--- config.mk ---
export PLATFORM = sky130hd
export DESIGN_NAME = ree_boot_ahb_master_flat
export DESIGN_NICKNAME = d
export VERILOG_FILES = /design/src/rtl/ree_boot_ahb_master_if.sv /design/src/rtl/ree_boot_ahb_master.sv /design/src/flat_wrapper.sv
export SDC_FILE = /design/constraint.sdc
export NUM_CORES = 1
export LEC_CHECK = 0
export CELL_PAD_IN_SITES_DETAIL_PLACEMENT = 1
export CELL_PAD_IN_SITES_GLOBAL_PLACEMENT = 1
export CORE_ASPECT_RATIO = 1.5
export CORE_UTILIZATION = 45
export DETAILED_ROUTE_END_ITERATION = 12
export DONT_BUFFER_PORTS = 1
export PLACE_DENSITY = 0.76
export SYNTH_ARGS = -nofsm -noshare
export SYNTH_HDL_FRONTEND = slang
export SYNTH_SLANG_ARGS = --single-unit
--- constraint.sdc ---
create_clock -name hclk -period 4.1 [get_ports hclk]
set_clock_uncertainty 0.15 [all_clocks]
set_input_delay 0.41 -clock hclk [delete_from_list [all_inputs] [get_ports hclk]]
set_output_delay 0.41 -clock hclk [all_outputs]
set_load 0.02 [all_outputs]
--- src/rtl/ree_boot_ahb_master_if.sv ---
// AHB-Lite master port bundle linking the REE boot sequencer to the bus matrix.
interface ree_boot_ahb_master_if;
   logic [31:0] haddr;
   logic [1:0]  htrans;
   logic        hwrite;
   logic [2:0]  hsize;
   logic [2:0]  hburst;
   logic [3:0]  hprot;
   logic [31:0] hwdata;
   logic        hready;
   logic [1:0]  hresp;

   modport master (
      output haddr, htrans, hwrite, hsize, hburst, hprot, hwdata,
      input  hready, hresp
   );

   modport slave (
      input  haddr, htrans, hwrite, hsize, hburst, hprot, hwdata,
      output hready, hresp
   );
endinterface

--- src/rtl/ree_boot_ahb_master.sv ---
// AHB-Lite write sequencer: holds REE in reset, programs its boot vector, optionally releases it.
// Optional build macro REE_BOOT_ERR_RETRY_EN: retry the whole sequence once after the first ERROR.
module ree_boot_ahb_master #(
   parameter logic [31:0] BASE_ADDR = 32'h3000_0000,
   parameter logic [31:0] ADDR_OFS  = 32'h4,
   parameter logic [3:0]  HPROT_VAL = 4'b0011
) (
   input  logic        hclk,
   input  logic        hrst_b,
   // Request handshake: a request is taken at a rising hclk edge where req_valid
   // and req_ready are both high; req_boot_addr/req_hold are captured at that edge.
   input  logic        req_valid,
   output logic        req_ready,
   input  logic [31:0] req_boot_addr,
   input  logic        req_hold,
   output logic        busy,
   output logic        done,
   output logic        err,
   output logic [1:0]  err_step,
   output logic [2:0]  dbg_state,
   ree_boot_ahb_master_if.master ahb
);

   localparam logic [1:0] TRANS_IDLE   = 2'b00;
   localparam logic [1:0] TRANS_NONSEQ = 2'b10;
   localparam logic [1:0] RESP_ERROR   = 2'b01;

   typedef enum logic [2:0] {
      S_IDLE, S_A_CTRL0, S_A_ADDR, S_A_CTRL1, S_D_LAST, S_ERR_WAIT
   } state_t;

   state_t      state_q, state_d;
   logic [31:0] haddr_q, haddr_d;
   logic [1:0]  htrans_q, htrans_d;
   logic        hwrite_q, hwrite_d;
   logic [31:0] hwdata_q, hwdata_d;
   logic [31:0] boot_addr_q, boot_addr_d;
   logic        hold_q, hold_d;
   logic [1:0]  err_step_q, err_step_d;
   logic        done_q, done_d;
   logic        err_q, err_d;
   logic [1:0]  data_step;
   logic        data_err;
`ifdef REE_BOOT_ERR_RETRY_EN
   logic        retried_q, retried_d;
`endif

   // Step whose data phase is on the bus in the current state (0 = none).
   assign data_step = (state_q == S_A_ADDR)  ? 2'd1 :
                      (state_q == S_A_CTRL1) ? 2'd2 :
                      (state_q == S_D_LAST)  ? (hold_q ? 2'd2 : 2'd3) : 2'd0;
   assign data_err  = (ahb.hresp == RESP_ERROR) && !ahb.hready;

   always_ff @(posedge hclk or negedge hrst_b) begin
      if (!hrst_b) begin
         state_q     <= S_IDLE;
         haddr_q     <= '0;
         htrans_q    <= TRANS_IDLE;
         hwrite_q    <= 1'b0;
         hwdata_q    <= '0;
         boot_addr_q <= '0;
         hold_q      <= 1'b0;
         err_step_q  <= 2'd0;
         done_q      <= 1'b0;
         err_q       <= 1'b0;
`ifdef REE_BOOT_ERR_RETRY_EN
         retried_q   <= 1'b0;
`endif
      end else begin
         state_q     <= state_d;
         haddr_q     <= haddr_d;
         htrans_q    <= htrans_d;
         hwrite_q    <= hwrite_d;
         hwdata_q    <= hwdata_d;
         boot_addr_q <= boot_addr_d;
         hold_q      <= hold_d;
         err_step_q  <= err_step_d;
         done_q      <= done_d;
         err_q       <= err_d;
`ifdef REE_BOOT_ERR_RETRY_EN
         retried_q   <= retried_d;
`endif
      end
   end

   always_comb begin
      state_d     = state_q;
      haddr_d     = haddr_q;
      htrans_d    = htrans_q;
      hwdata_d    = hwdata_q;
      boot_addr_d = boot_addr_q;
      hold_d      = hold_q;
      err_step_d  = err_step_q;
      done_d      = 1'b0;
      err_d       = 1'b0;
`ifdef REE_BOOT_ERR_RETRY_EN
      retried_d   = retried_q;
`endif
      // First ERROR cycle cancels any pending address phase.
      if (data_step != 2'd0 && data_err) begin
         state_d    = S_ERR_WAIT;
         htrans_d   = TRANS_IDLE;
         err_step_d = data_step;
      end else begin
         case (state_q)
            S_IDLE: begin
               if (req_valid) begin
                  state_d     = S_A_CTRL0;
                  boot_addr_d = req_boot_addr;
                  hold_d      = req_hold;
                  err_step_d  = 2'd0;
                  haddr_d     = BASE_ADDR;
                  htrans_d    = TRANS_NONSEQ;
`ifdef REE_BOOT_ERR_RETRY_EN
                  retried_d   = 1'b0;
`endif
               end
            end
            S_A_CTRL0: begin
               if (ahb.hready) begin
                  hwdata_d = 32'd0;
                  haddr_d  = BASE_ADDR + ADDR_OFS;
                  state_d  = S_A_ADDR;
               end
            end
            S_A_ADDR: begin
               if (ahb.hready) begin
                  hwdata_d = boot_addr_q;
                  if (hold_q) begin
                     htrans_d = TRANS_IDLE;
                     state_d  = S_D_LAST;
                  end else begin
                     haddr_d  = BASE_ADDR;
                     state_d  = S_A_CTRL1;
                  end
               end
            end
            S_A_CTRL1: begin
               if (ahb.hready) begin
                  hwdata_d = 32'd1;
                  htrans_d = TRANS_IDLE;
                  state_d  = S_D_LAST;
               end
            end
            S_D_LAST: begin
               if (ahb.hready) begin
                  state_d = S_IDLE;
                  done_d  = 1'b1;
               end
            end
            S_ERR_WAIT: begin
               if (ahb.hready) begin
`ifdef REE_BOOT_ERR_RETRY_EN
                  if (!retried_q) begin
                     retried_d = 1'b1;
                     state_d   = S_A_CTRL0;
                     haddr_d   = BASE_ADDR;
                     htrans_d  = TRANS_NONSEQ;
                  end else begin
                     state_d = S_IDLE;
                     err_d   = 1'b1;
                  end
`else
                  state_d = S_IDLE;
                  err_d   = 1'b1;
`endif
               end
            end
            default: state_d = S_IDLE;
         endcase
      end
      hwrite_d = (htrans_d == TRANS_NONSEQ);
   end

   assign req_ready  = (state_q == S_IDLE);
   assign busy       = (state_q != S_IDLE);
   assign done       = done_q;
   assign err        = err_q;
   assign err_step   = err_step_q;
   assign dbg_state  = state_q;

   assign ahb.haddr  = haddr_q;
   assign ahb.htrans = htrans_q;
   assign ahb.hwrite = hwrite_q;
   assign ahb.hwdata = hwdata_q;
   assign ahb.hsize  = 3'b010;
   assign ahb.hburst = 3'b000;
   assign ahb.hprot  = HPROT_VAL;

endmodule

--- src/flat_wrapper.sv ---
// flat-port wrapper written by rule: the top's interface ports become plain ports
module ree_boot_ahb_master_flat 
#(
   parameter logic [31:0] BASE_ADDR = 32'h3000_0000,
   parameter logic [31:0] ADDR_OFS  = 32'h4,
   parameter logic [3:0]  HPROT_VAL = 4'b0011
)
  (hclk, hrst_b, req_valid, req_ready, req_boot_addr, req_hold, busy, done, err, err_step, dbg_state, ahb_haddr, ahb_htrans, ahb_hwrite, ahb_hsize, ahb_hburst, ahb_hprot, ahb_hwdata, ahb_hready, ahb_hresp);
  ree_boot_ahb_master_if ahb_i ();
  input  logic hclk;
  input  logic hrst_b;
  input  logic req_valid;
  output logic req_ready;
  input  logic [31:0] req_boot_addr;
  input  logic req_hold;
  output logic busy;
  output logic done;
  output logic err;
  output logic [1:0] err_step;
  output logic [2:0] dbg_state;
  output wire logic [$bits(ahb_i.haddr)-1:0] ahb_haddr;
  output wire logic [$bits(ahb_i.htrans)-1:0] ahb_htrans;
  output wire logic [$bits(ahb_i.hwrite)-1:0] ahb_hwrite;
  output wire logic [$bits(ahb_i.hsize)-1:0] ahb_hsize;
  output wire logic [$bits(ahb_i.hburst)-1:0] ahb_hburst;
  output wire logic [$bits(ahb_i.hprot)-1:0] ahb_hprot;
  output wire logic [$bits(ahb_i.hwdata)-1:0] ahb_hwdata;
  input wire logic [$bits(ahb_i.hready)-1:0] ahb_hready;
  input wire logic [$bits(ahb_i.hresp)-1:0] ahb_hresp;
  assign ahb_haddr = ahb_i.haddr;
  assign ahb_htrans = ahb_i.htrans;
  assign ahb_hwrite = ahb_i.hwrite;
  assign ahb_hsize = ahb_i.hsize;
  assign ahb_hburst = ahb_i.hburst;
  assign ahb_hprot = ahb_i.hprot;
  assign ahb_hwdata = ahb_i.hwdata;
  assign ahb_i.hready = ahb_hready;
  assign ahb_i.hresp = ahb_hresp;
  ree_boot_ahb_master #(.BASE_ADDR(BASE_ADDR), .ADDR_OFS(ADDR_OFS), .HPROT_VAL(HPROT_VAL)) u_core (.hclk(hclk), .hrst_b(hrst_b), .req_valid(req_valid), .req_ready(req_ready), .req_boot_addr(req_boot_addr), .req_hold(req_hold), .busy(busy), .done(done), .err(err), .err_step(err_step), .dbg_state(dbg_state), .ahb(ahb_i));
endmodule
==> Yosys cells after proc, flatten, opt, wreduce, memory -nomap -nowiden <==
Cells that the tools add are included.
{ "totals": {"reg_bits": 107, "in_bits": 39, "wordCells": 79} }
{ "op_classes": {"eq_ne": 17, "n_mux": 35, "n_bitwise": 1, "n_reduce_logical": 16} }
{ "op_table": {"columns": ["cell", "count"], "rows": [
  ["2-to-1 mux 32 bit", 7],
  ["one-hot mux 32 bit (3 select lines)", 2],
  ["2-to-1 mux 2 bit", 11],
  ["2-to-1 mux 3 bit", 7],
  ["one-hot mux 3 bit (5 select lines)", 1],
  ["!= test 2 bit (second input constant)", 5],
  ["AND reduction 5 bit", 2],
  ["nonzero test 3 bit", 3],
  ["== test 3 x 2 -> 1 bit (second input constant)", 2],
  ["== test 3 bit (second input constant)", 2],
  ["2-to-1 mux 1 bit", 6],
  ["!= test 3 x 2 -> 1 bit (second input constant)", 2],
  ["!= test 3 bit (second input constant)", 2],
  ["one-hot mux 2 bit (3 select lines)", 1],
  ["AND reduction 6 bit", 1],
  ["nonzero test 2 bit", 3],
  ["== test 3 x 1 -> 1 bit (second input constant)", 1],
  ["zero test 3 bit", 1],
  ["!= test 3 x 1 -> 1 bit (second input constant)", 1],
  ["AND reduction 3 bit", 1],
  ["== test 2 x 1 -> 1 bit (second input constant)", 1],
  ["== test 2 bit (second input constant)", 1],
  ["logical AND 1 bit", 2],
  ["AND reduction 2 bit", 1],
  ["3 further kinds", 3]
]} }

==> Depth between registers and ports, before layout <==
Gate-level depths: netlist of run 1.
{ "logic_depth": {"word_depth": 8, "depth_mapped": 7} }

==> Worst setup path after synthesis of run 1 <==
Ideal clock, no wire load.
{ "synth_timing": {"kind": "reg2reg", "from": "reg u_core.state_q[0], in the netlist u_core.dbg_state[0]", "to": "reg u_core.boot_addr_q[0]", "setup_time_ns": 0.127, "arrival_time_ns": 1.831, "path_slack_ns": 1.992, "stages_incl_launch_ff": 7, "path_buffers": 3, "cell_sequence": "dfrtp_1 buf_2 nor3_2 and2_1 buf_2 buf_6 mux2_1"} }
{ "synth_between": {"elab_cells_between_ends": 11, "classes_between": "eq/ne: 3; mux: 3; bitwise: 1; reduce/logical: 4"} }
{ "synth_rtl": {"columns": ["element", "line_no", "rtl"], "rows": [
  ["from (decl)", "ree_boot_ahb_master.sv:32", "state_t state_q, state_d;"],
  ["from (signal assigned)", "ree_boot_ahb_master.sv:70", "state_q <= state_d;"],
  ["zero test 3 bit", null, null],
  ["via req_ready", "flat_wrapper.sv:13", "output logic req_ready;"],
  ["AND reduction 3 bit (no line)", null, null],
  ["to (signal assigned)", "ree_boot_ahb_master.sv:75", "boot_addr_q <= boot_addr_d;"],
  ["to (decl)", "ree_boot_ahb_master.sv:37", "logic [31:0] boot_addr_q, boot_addr_d;"]
]} }
The timed path passes the listed nets, and every way through them passes these cells.
A chain may end at the register's enable or synchronous reset.

==> Worst setup path after layout of run 1 <==
{ "layout_timing": {"from": "reg u_core.state_q[2], in the netlist u_core.dbg_state[2]", "to": "reg u_core.boot_addr_q[9]"} }
Same word-level chain as after synthesis.

==> flow_metrics.env, run 1 <==
export IMPL_areaGrowthSynthToFinish_pct=2.36
export IMPL_drv_cap=0
export IMPL_drtIter0Drc=65
export IMPL_hold_depth=1
export IMPL_seq_area_frac_synth_pct=58.5
export IMPL_setup_viol=0
export IMPL_timing_rr_end="u_core.boot_addr_q[9]$_DFFE_PN0P_"
export IMPL_cp_end_kind="flop"
export IMPL_cts_setup_buffers=0
export IMPL_insertion_delay_ps=340
export IMPL_nets=290
export IMPL_hpwlAfterDp_microns=3950
export IMPL_synth_most_common_cell="dfrtp_1"
export IMPL_antenna_found_initial=1
export IMPL_clk_pin_slew_ps=70
export IMPL_port_buffers=0
export IMPL_crit_chain="nor3_2, and2_2, mux2_1"
export IMPL_reg2reg_depth=3
export IMPL_tightest_slew_ps=841
export IMPL_synth_ff_latch_count=77
export IMPL_grt_first_pass_wirelength_microns=9630
export IMPL_dr_wl_met3_microns=484
export IMPL_die_area_sq_um=7670
export IMPL_yosys_area_top_type="dfrtp_1"
export IMPL_layout_min_cycle_time_ps=2660
export IMPL_critical_path_class="reg2reg"
export IMPL_synth_xor_area_share_pct=0
export IMPL_powerDensity_nw_per_um2=816
export IMPL_drc=0
export IMPL_synth_distinct_cells=33
export IMPL_r2r_start="u_core.dbg_state[2]$_DFFE_PN0P_"
export IMPL_holdWs_ps=40.3
export IMPL_cts_max_level=3
export IMPL_grt_setup_unrepaired="false"
export IMPL_required_ps=4170
export IMPL_synth_compound_area_share_pct=12.2
export IMPL_stdcell_count=335
export IMPL_whs_endpoint="u_core.dbg_state[2]$_DFFE_PN0P_"
export IMPL_postRouteAntennaNets=0
export IMPL_netlist_top_cells_count="dfrtp_1, buf_4, mux2_1, a22o_1, buf_2"
export IMPL_synthMuxAreaShare_pct=11.3
export IMPL_drtPass1Iterations=4
export IMPL_yosys_area_share_simple_pct=5.70
export IMPL_wl_met1_microns=2410
export IMPL_placed_cell_area_sq_um=3160
export IMPL_cp_slowest_cell="and2_2"
export IMPL_final_area_sq_um=3370
export IMPL_synth_fa_ha_area_share_pct=0
export IMPL_cts_root_buf="clkbuf_8"
export IMPL_synthCells=254
export IMPL_r2r_slack_ps=1440
export IMPL_outcome="finished clean"
export IMPL_p_total_mw=2.75
export IMPL_vias=1791
export IMPL_worstHoldStart="ahb_hready"
export IMPL_critPathMaxFanout=35
export IMPL_min_path_type="in2reg"
export IMPL_clockBufferDepth=2
export IMPL_power_leakage_nw=1.55
export IMPL_async_reset_ff_share_pct=100
export IMPL_grt_pass1_vias=1846
export IMPL_grt_max_degree=78
export IMPL_synth_edf_count=0
export IMPL_wirelength_microns=6040
export IMPL_cpPeakStageDelay_ps=790
export IMPL_grt_total_usage_pct=16.6
export IMPL_hold_viol=0
export IMPL_cts_made_buffers=9
export IMPL_wl_met2_microns=3040
export IMPL_boundaryPins=125
export IMPL_synth_top_area_share_pct=58.5
export IMPL_drive_gt1_share_pct=8.20
export IMPL_cp_start_kind="flop"
export IMPL_wl_per_cell_microns=18.0
export IMPL_yosysWarnings=0
export IMPL_cts_tree="done"
export IMPL_slew_headroom_pct=43.9
export IMPL_postSynthAreaPerCell_sq_um=13.0
export IMPL_clock_sinks=77
export IMPL_ys_flop_type="dfrtp_1"
export IMPL_fin_tns_setup_ps=0
export IMPL_grt_overflow=0
export IMPL_dp_cells=316
export IMPL_gp_congestion=0.766
export IMPL_synth_top_family_by_area="compound AO/OA/AOI/OAI gates"
export IMPL_initial_utilization_pct=47.4
export IMPL_arrival_ps=2730
export IMPL_num_rows=37
export IMPL_vias_per_cell=5.35
export IMPL_max_freq_mhz=376
export IMPL_post_cts_resized=0
export IMPL_cts_hold_buf=2
export IMPL_fp_dieW_microns=71.8
export IMPL_report_final_slew_viol_count=0
export IMPL_syn_area_sq_um=3290
export IMPL_ir_drop_v=0.000291
export IMPL_min_period_over_period_pct=64.8
export IMPL_synthTopCellsByArea="dfrtp_1, mux2_1, buf_4, a22o_1, buf_2"
export IMPL_die_h_microns=107
export IMPL_top_layer="met4"
export IMPL_core_sq_um=6940
## kinds of logic (layout without fill, tap and decap cells)
| logic type | count (synthesis) | count (layout) |
|---|---|---|
| multiplexers | 33 | 33 |
| AND/OR/NAND/NOR | 34 | 34 |
| other | 2 | 40 |
| buffers and inverters | 57 | 22 |
| AO/OA/AOI/OAI | 51 | 51 |
| flip-flops | 77 | 77 |
## critical path, delay by kind of cell (launching register included)
| kind | cells | cell delay (ps) |
|---|---|---|
| and+or+nand+nor | 2 | 1320 |
| muxes | 1 | 390 |
| DFF | 1 | 650 |
## where the power goes
part	switching (mW)	internal (mW)	total (mW)
combinational	0.319	0.316	0.635
clock	0.263	0.235	0.498
sequential	0.507	1.11	1.62
## metrics by stage
step           setup WS, ps  util, %
3_5_place_dp           1400     45.5
3_3_place_gp           1440     45.5
6_report               1440     48.5
2_1_floorplan          1990        -
4_1_cts                1390     48.5
5_1_grt                1280     48.5
## cell usage in the layout, fill, tap and decap left out, types with 3 or more instances in the layout
master	netlist	final
a21oi_1	5	5
dfrtp_1	77	77
clkbuf_8	0	10
nand3_1	3	3
clkinv_2	0	3
a22o_1	31	31
nand2_1	8	8
mux2_1	33	33
o21ai_0	4	4
nor2_1	6	6
conb_1	2	39
nand2b_1	4	4
## area by class of cell
type / instances / area (sq um)
Multi-Input combinational cell: 157 / 1110
Clock buffer: 12 / 145
Inverter: 2 / 7.51
Sequential cell: 77 / 1930
Clock inverter: 4 / 23.8
Timing Repair Buffer: 4 / 52.6
Tap cell: 78 / 97.6
Antenna cell: 1 / 2.50
Fill cell: 723 / 3570
## routing by layer
layer  up-vias  track usage [%]
li1        809                -
met1       900             19.7
met2        75             26.5
met3         7             6.20
met4         0             7.56
met5         -                0
## worst max-delay path by stage
stage,cells past startpoint,start,to,slack [ps]
5_1_grt,3,u_core.dbg_state[2]$_DFFE_PN0P_,u_core.boot_addr_q[17]$_DFFE_PN0P_,1280
6_report,3,u_core.dbg_state[2]$_DFFE_PN0P_,u_core.boot_addr_q[9]$_DFFE_PN0P_,1440
3_3_place_gp,3,u_core.dbg_state[2]$_DFFE_PN0P_,u_core.boot_addr_q[12]$_DFFE_PN0P_,1440
4_1_cts,3,u_core.dbg_state[2]$_DFFE_PN0P_,u_core.boot_addr_q[9]$_DFFE_PN0P_,1390
3_5_place_dp,3,u_core.dbg_state[2]$_DFFE_PN0P_,u_core.boot_addr_q[9]$_DFFE_PN0P_,1400
2_1_floorplan,6,u_core.dbg_state[0]$_DFFE_PN0P_,u_core.boot_addr_q[0]$_DFFE_PN0P_,1990
## sequential cells by signal, summed over array words and instances, names as in the netlist
register,cells
u_core.ahb.hwrite,1
u_core.boot_addr_q,32
u_core.done,1
u_core.ahb.haddr,2
u_core.hold_q,1
u_core.err,1
u_core.ahb.htrans,2
u_core.err_step,2
u_core.ahb.hwdata,32
u_core.dbg_state,3
Note: power is estimated with default switching activity, not from simulation.
==> run 2: changes to the inputs <==
==> constraint.sdc (replaced) <==
create_clock -name hclk -period 2.7 [get_ports hclk]
set_clock_uncertainty 0.15 [all_clocks]
set_input_delay 0.27 -clock hclk [delete_from_list [all_inputs] [get_ports hclk]]
set_output_delay 0.27 -clock hclk [all_outputs]
set_load 0.02 [all_outputs]
==> run 2 against run 1 <==
Against the previous run:
- setup slack worse by 680 ps
- combinational power up 91%
- worst hold slack worse by 25 ps
- power up 62%
- critical path depth up 2
- register-to-register slack worse by 680 ps
- sequential power up 48%
- wire length up 17%
- first-iteration DRC count down 7.7%
- core utilization up 6.0 points
- non-clock buffer count up 40
- critical path type unchanged
==> flow_metrics.env, run 2 (synthesis results as in run 1) <==
export IMPL_outcome="finished clean"
export IMPL_fin_ws_ps=765
export IMPL_areaGrowthSynthToFinish_pct=15.1
export IMPL_drc=0
export IMPL_gp_congestion=0.806
export IMPL_insertion_delay_ps=340
export IMPL_max_freq_mhz=517
export IMPL_drtPass1Iterations=4
export IMPL_place_ws_ps=742
export IMPL_wl_per_cell_microns=18.9
export IMPL_cts_setup_buffers=0
export IMPL_min_period_over_period_pct=71.7
export IMPL_cp_start_kind="flop"
export IMPL_fillers=722
export IMPL_initial_utilization_pct=47.4
export IMPL_grt_pass1_vias=2209
export IMPL_grt_total_usage_pct=19.8
export IMPL_boundaryPins=125
export IMPL_vias=2011
export IMPL_cts_max_level=3
export IMPL_powerDensity_nw_per_um2=1180
export IMPL_antennaDiodeCount=0
export IMPL_hold_viol=0
export IMPL_critPathMaxFanout=12
export IMPL_min_path_type="in2reg"
export IMPL_layout_min_cycle_time_ps=1940
export IMPL_final_cell_mix="dfrtp_1, conb_1, dlygate4sd3_1"
export IMPL_core_sq_um=6940
export IMPL_grt_max_degree=78
export IMPL_port_buffers=0
export IMPL_arrival_ps=2010
export IMPL_drtIter0Drc=60
export IMPL_fin_tns_setup_ps=0
export IMPL_antenna_found_initial=0
export IMPL_num_rows=37
export IMPL_final_common_cell="dfrtp_1"
export IMPL_ir_drop_v=0.000526
export IMPL_clockBufferDepth=2
export IMPL_clk_pin_slew_ps=80
export IMPL_multi_input_area_sq_um=1110
export IMPL_required_ps=2780
export IMPL_setup_viol=0
export IMPL_vias_per_cell=5.39
export IMPL_nets=330
export IMPL_cts_tree="done"
export IMPL_drive_gt1_share_pct=8.47
export IMPL_wirelength_microns=7040
export IMPL_grt_setup_unrepaired="false"
export IMPL_die_h_microns=107
export IMPL_fp_dieW_microns=71.8
export IMPL_clock_sinks=77
export IMPL_power_leakage_nw=1.74
export IMPL_cts_made_buffers=9
export IMPL_hpwlAfterDp_microns=4400
export IMPL_grt_overflow=0
export IMPL_grt_first_pass_wirelength_microns=11500
export IMPL_cp_end_kind="flop"
export IMPL_die_area_sq_um=7670
export IMPL_critical_path_class="reg2reg"
export IMPL_drv_cap=0
export IMPL_report_final_slew_viol_count=0
export IMPL_postRouteAntennaNets=0
export IMPL_cts_root_buf="clkbuf_8"
export IMPL_seq_area_sq_um=1930
[run 2: path summary, 6_finish.rpt]
path / to / slack [ps] / from / cells after the start
hold / removal: u_core.ahb.hwdata[0]$_DFFE_PN0P_ / 20 / ahb_hready / 2
max in group asynchronous: u_core.ahb.hwdata[1]$_DFFE_PN0P_ / 1740 / hrst_b / 2
min in group asynchronous: u_core.boot_addr_q[27]$_DFFE_PN0P_ / 390 / hrst_b / 2
setup reg to reg: u_core.ahb.hwrite$_DFF_PN0_ / 760 / u_core.dbg_state[0]$_DFFE_PN0P_ / 5
hold reg to reg: u_core.ahb.hwdata[13]$_DFFE_PN0P_ / 340 / u_core.boot_addr_q[13]$_DFFE_PN0P_ / 1
setup / recovery: u_core.ahb.hwrite$_DFF_PN0_ / 760 / u_core.dbg_state[0]$_DFFE_PN0P_ / 5
[run 2: per-stage QoR]
stage               instance area (sq um)  total power [mW]  hold WS [ps]  std cells  utilization, %
CTS                                  3790              4.50          4.81        373            54.6
floorplan                            3430              3.26          -176        291               -
global route                         3790              4.74          26.2        373            54.6
global placement                     3220              3.47          -174        322            46.3
detailed placement                   3220              3.57          -174        322            46.3
finish                               3790              4.46          15.6        373            54.6
[run 2: where the power goes]
part	total (mW)	leakage (nW)	switching, mW	internal (mW)
sequential	2.40	0.968	0.705	1.69
clock	0.857	0.0968	0.382	0.475
combinational	1.21	0.671	0.629	0.578
[run 2: what timing repair did]
action | 4_1_cts | 5_1_grt
resized for setup | 0 | 0
hold buffers | 36 | 0
hold endpoints to repair | 112 | 0
endpoints found under the setup margin | 0 | 0
[run 2: worst max-delay path, stage by stage, from the launching register on]
cell     delay [ps]
dfrtp_1         480
buf_4           240
or3b_1          390
a21o_1          230
a31o_1          230
o21a_1          100
[run 2: area by class of cell]
type	count	share of cell area (%)
sequential	77	50.9
multi-input combinational	157	29.4
timing repair buffer	44	11.9
clock buffer	14	4.29
tap	78	2.58
clock inverter	1	0.793
inverter	2	0.198
[run 2: layer usage]
metal,global-route usage [%],vias up,wire [microns]
li1,-,888,-
met5,0,-,0
met1,21.9,1017,2760
met3,4.32,20,387
met4,11.2,0,212
met2,34.5,86,3680
